--- config.mk ---
export PLATFORM = sky130hd
export DESIGN_NAME = instruction_fetch
export DESIGN_NICKNAME = d
export VERILOG_FILES = /design/src/rtl/instruction_fetch.sv
export SDC_FILE = /design/constraint.sdc
export NUM_CORES = 1
export LEC_CHECK = 0
export BUFFER_PORTS_ARGS = -buffer_cell sky130_fd_sc_hd__buf_4
export CAP_MARGIN = 25
export CORE_MARGIN = 1
export CORE_UTILIZATION = 53
export CTS_CLUSTER_DIAMETER = 150
export DETAILED_ROUTE_END_ITERATION = 10
export PLACE_DENSITY = 0.82
export SETUP_SLACK_MARGIN = 0.4
export SLEW_MARGIN = 10
export SYNTH_ARGS = -nofsm -noshare
export SYNTH_HDL_FRONTEND = slang
export SYNTH_SLANG_ARGS = --single-unit
--- constraint.sdc ---
create_clock -name clock -period 4.8 [get_ports clock]
set_clock_uncertainty 0.2 [all_clocks]
set_input_delay 0.96 -clock clock [delete_from_list [all_inputs] [get_ports clock]]
set_output_delay 0.96 -clock clock [all_outputs]
set_load 0.01 [all_outputs]
--- src/rtl/instruction_fetch.sv ---
// Byte-serial instruction fetch: assembles 16-bit instructions (plus an extension word
// for double-word opcodes) from a byte-wide memory and hands them to decode.
module instruction_fetch #(
  parameter logic [15:0] RESET_PC = 16'h0000
) (
  input  logic        clock,
  input  logic        reset_n,
  output logic        mem_req,
  output logic [15:0] mem_addr,
  input  logic        mem_rvalid,
  input  logic [7:0]  mem_rdata,
  output logic        instr_valid,
  input  logic        instr_ready,
  output logic [15:0] instruction,
  output logic [15:0] ext_word,
  output logic [15:0] instr_pc,
  input  logic        redirect_valid,
  input  logic [15:0] redirect_pc,
  input  logic        halt,
  output logic        halted
);

  localparam logic [2:0] S_IDLE   = 3'd0;
  localparam logic [2:0] S_REQ    = 3'd1;
  localparam logic [2:0] S_WAIT   = 3'd2;
  localparam logic [2:0] S_HOLD   = 3'd3;
  localparam logic [2:0] S_DRAIN  = 3'd4;
  localparam logic [2:0] S_HALTED = 3'd5;

  localparam logic [2:0] OP_I_TYPE = 3'd1;
  localparam logic [2:0] OP_M_TYPE = 3'd4;

  logic [2:0]  state, state_nxt;
  logic [15:0] pc, pc_nxt;
  logic [1:0]  bidx, bidx_nxt;
  logic        double_word;
  logic        accept;
  logic        redirect_take;
  logic        byte_we;
  logic        last_byte;

  // Byte 0 is already stored by the time the length decision is needed.
  assign double_word   = (instruction[2:0] == OP_I_TYPE) || (instruction[2:0] == OP_M_TYPE);
  assign accept        = (state == S_HOLD) && instr_ready;
  assign redirect_take = redirect_valid && (state != S_HALTED);
  assign byte_we       = (state == S_WAIT) && mem_rvalid && !redirect_valid && !halt;
  assign last_byte     = (bidx == 2'd3) || ((bidx == 2'd1) && !double_word);
  assign instr_pc      = pc;

  always_comb begin
    state_nxt = state;
    pc_nxt    = pc;
    bidx_nxt  = bidx;
    case (state)
      S_IDLE:   state_nxt = S_REQ;
      S_REQ:    state_nxt = S_WAIT;
      S_WAIT: begin
        if (mem_rvalid) begin
          if (last_byte) begin
            state_nxt = S_HOLD;
          end else begin
            bidx_nxt  = bidx + 2'd1;
            state_nxt = S_REQ;
          end
        end
      end
      S_HOLD: begin
        if (instr_ready) begin
          pc_nxt    = pc + (double_word ? 16'd4 : 16'd2);
          bidx_nxt  = 2'd0;
          state_nxt = S_REQ;
        end
      end
      S_DRAIN:  if (mem_rvalid) state_nxt = S_REQ;
      S_HALTED: state_nxt = S_HALTED;
      default:  state_nxt = S_IDLE;
    endcase

    // A request strobed this cycle is in flight as well, so REQ drains like WAIT.
    if (redirect_take) begin
      pc_nxt   = redirect_pc;
      bidx_nxt = 2'd0;
      if ((state == S_REQ) || (((state == S_WAIT) || (state == S_DRAIN)) && !mem_rvalid))
        state_nxt = S_DRAIN;
      else
        state_nxt = S_REQ;
    end

    if (halt) state_nxt = S_HALTED;
  end

  always_ff @(posedge clock or negedge reset_n) begin
    if (!reset_n) begin
      state       <= S_IDLE;
      pc          <= RESET_PC;
      bidx        <= 2'd0;
      mem_req     <= 1'b0;
      mem_addr    <= 16'h0000;
      instr_valid <= 1'b0;
      instruction <= 16'h0000;
      ext_word    <= 16'h0000;
      halted      <= 1'b0;
    end else begin
      state       <= state_nxt;
      pc          <= pc_nxt;
      bidx        <= bidx_nxt;
      mem_req     <= (state_nxt == S_REQ);
      instr_valid <= (state_nxt == S_HOLD);
      halted      <= (state_nxt == S_HALTED);
      if (state_nxt == S_REQ) mem_addr <= pc_nxt + {14'b0, bidx_nxt};

      if (byte_we) begin
        case (bidx)
          2'd0:    instruction[7:0]  <= mem_rdata;
          2'd1:    instruction[15:8] <= mem_rdata;
          2'd2:    ext_word[7:0]     <= mem_rdata;
          default: ext_word[15:8]    <= mem_rdata;
        endcase
      end else if (accept || redirect_take) begin
        ext_word <= 16'h0000;
      end
    end
  end

endmodule
==> impl_metrics.tcl <==
set metrics [dict create \
    status "finished clean" \
    start_util 0.548 \
    wl_per_cell_um 17.9 \
    clockRootBuffer "clkbuf_8" \
    netlist_instances 349 \
    hold_end "mem_addr[2]$_DFFE_PN0P_" \
    path_class "reg2reg" \
    finalCritPeriodShare 0.837 \
    fmax_mhz 249 \
    worst_pin_slew_ns 0.955 \
    antenna_found_initial 0 \
    die_y_um 85.6 \
    hp-class "reg2reg" \
    met2WireLength_mm 4.64 \
    setup_slack_ns 0.782 \
    postRouteAntennaNets 0 \
    io_pins 97 \
    nNetsFinal 480 \
    drt_pass1_iterations 4 \
    grt_usage 0.272 \
    p_leak_nw 2.24 \
    setup_violations 0 \
    cts_tree "built" \
    hpwlAfterDp_mm 6.83 \
    synth_common_cells "dfrtp_1, nor2_1, nand2_1" \
    grt_pass1_wl_mm 15.2 \
    clkTransAtPathRegs_ns 0.08 \
    rsz0062_at_grt "false" \
    design_area_sq_um 4610 \
    via_per_inst 5.78 \
    ir_drop_uv 206 \
    min_from "mem_addr[2]$_DFFE_PN0P_" \
    final.min_clock_period_ns 4.02 \
    dpl_worst_slack_ns 0.740 \
    final_hold_viol_count 0 \
    p_per_area_nw_per_um2 342 \
    ys_async_sr_fraction 1.00 \
    clock_path_buffers 2 \
    clock_latency_ns 0.35 \
    die_x_um 85.6 \
    synthFlopType "dfrtp_1" \
    r2r_end "mem_addr[15]$_DFFE_PN0P_" \
    synth_nets 390 \
    row_count 30 \
    synth_cell_type_count 50 \
    synth_edf_count 0 \
    finalSetupTns_ns 0 \
    regToRegSetupSlack_ns 0.78 \
    first_global_vias 3036 \
    cts_setup_buffers 0 \
    hold_buffers 0 \
    area_growth_pct 24.6 \
    clock-sinks 72 \
    reg2regPathDepth 13 \
    core-area_sq_um 6760 \
    path_max_fanout 7 \
    synth_top_area_cell "dfrtp_1" \
    synth_area_leaders "dfrtp_1, mux2_2, a22o_1, ha_1, xnor2_1" \
    diodes 0 \
    post_route_cells_drive_above_1_share 0.315 \
    place_area_sq_um 4430 \
    cts_buffers 9 \
    ys_ff_latch 72 \
    hold_depth 1 \
    critPathCaptureType "register" \
    required_ns 4.88 \
    ys_warn_count 0 \
    drc_errors 0 \
    routed.top_layer "met4" \
    initialDrtViolationCount 225 \
    synth_most_common_cell "dfrtp_1" \
    route.vias.total 3030 \
    holdWs_ns 0.293 \
    grt_max_degree 73 \
    place.gp.congestion 0.848 \
    cts_htree_levels 3 \
    postSynthAreaPerCell_sq_um 10.6 \
    cts_resized 0 \
    synth_top_area_frac 0.487 \
    dieArea_sq_um 7320 \
    maxSlewHeadroom 0.359 \
    overflow 0 \
    worstPathArrival_ns 4.09 \
    io_buffer_count 96 \
    route.met3.wl_um 511 \
    met1Wirelength_mm 4.01 \
    final-max-slew-violation-count 0 \
    syn-cell-area_sq_um 3700 \
    start_kind "register" \
    routed_wl_mm 9.37 \
    r2r-start "instruction[0]$_DFFE_PN0P_" \
    power_mw 1.58 \
    cap_violations 0 \
    yosysSeqAreaShare 0.487 \
]
## state kept, by name, summed over array words and instances, names as in the netlist
name	flops
bidx	2
instr_valid	1
state	3
instruction	16
instr_pc	16
ext_word	16
mem_addr	16
mem_req	1
halted	1
## worst max path at each step
stage	start	end	slack, ns	depth (start not counted)
floorplan	instruction[0]$_DFFE_PN0P_	mem_addr[15]$_DFFE_PN0P_	1.16	13
global placement	instruction[0]$_DFFE_PN0P_	mem_addr[15]$_DFFE_PN0P_	0.99	13
detailed placement	instruction[0]$_DFFE_PN0P_	mem_addr[15]$_DFFE_PN0P_	0.74	13
CTS	instruction[0]$_DFFE_PN0P_	mem_addr[15]$_DFFE_PN0P_	0.73	13
global route	instruction[0]$_DFFE_PN0P_	mem_addr[15]$_DFFE_PN0P_	0.50	13
finish	instruction[0]$_DFFE_PN0P_	mem_addr[15]$_DFFE_PN0P_	0.78	13
## metal layers
layer | track usage | vias to the layer above
li1 | - | 1427
met1 | 0.353 | 1472
met2 | 0.441 | 114
met3 | 0.0635 | 17
met4 | 0.115 | 0
met5 | 0 | -
## stage by stage
stage	cells	utilization
2_1_floorplan	349	-
3_3_place_gp	508	0.656
3_5_place_dp	508	0.656
4_1_cts	524	0.681
5_1_grt	524	0.682
6_report	524	0.682
## kinds of logic (layout without fill, tap and decap cells)
group / count (synthesis) / count (layout) / synth area share
flops: 72 / 72 / 0.487
mux: 23 / 23 / 0.0687
buf+inv: 33 / 128 / 0.0406
simple gates: 126 / 126 / 0.190
fa+ha+maj: 11 / 11 / 0.0413
xor+xnor: 20 / 20 / 0.0473
compound gates: 64 / 64 / 0.125
## area by class of cell
class / count / area (sq um)
Sequential cell: 72 / 1800
Multi-Input combinational cell: 244 / 1750
Timing Repair Buffer: 97 / 728
Clock buffer: 9 / 124
Tap cell: 80 / 100
Clock inverter: 7 / 46.3
Fill cell: 527 / 2150
Inverter: 15 / 56.3
## report_power, final
| group | internal, mW | switching (mW) |
|---|---|---|
| registers | 0.673 | 0.0802 |
| clock network | 0.187 | 0.241 |
| logic | 0.189 | 0.208 |
## critical path: stages, from the launching register on
cell and delay [ns]:
dfrtp_1 0.42, xnor2_1 0.21, nor2_1 0.09, inv_1 0.13, ha_1 0.19, inv_1 0.06, fa_1 0.44, nand3b_1 0.33
nor4_1 0.29, o31ai_1 0.16, a211oi_1 0.50, nand4_1 0.25, or4_1 0.51, a31oi_1 0.16
## cell usage in the layout (no fill, tap or decap), types with 11 or more instances in the layout
cell	instances
nor2_1	25
inv_1	14
dfrtp_1	72
nand2_1	23
buf_4	97
a21oi_1	18
a22o_1	14
xnor2_1	11
nand3_1	16
mux2_2	19
Note: power is estimated with default switching activity, not from simulation.
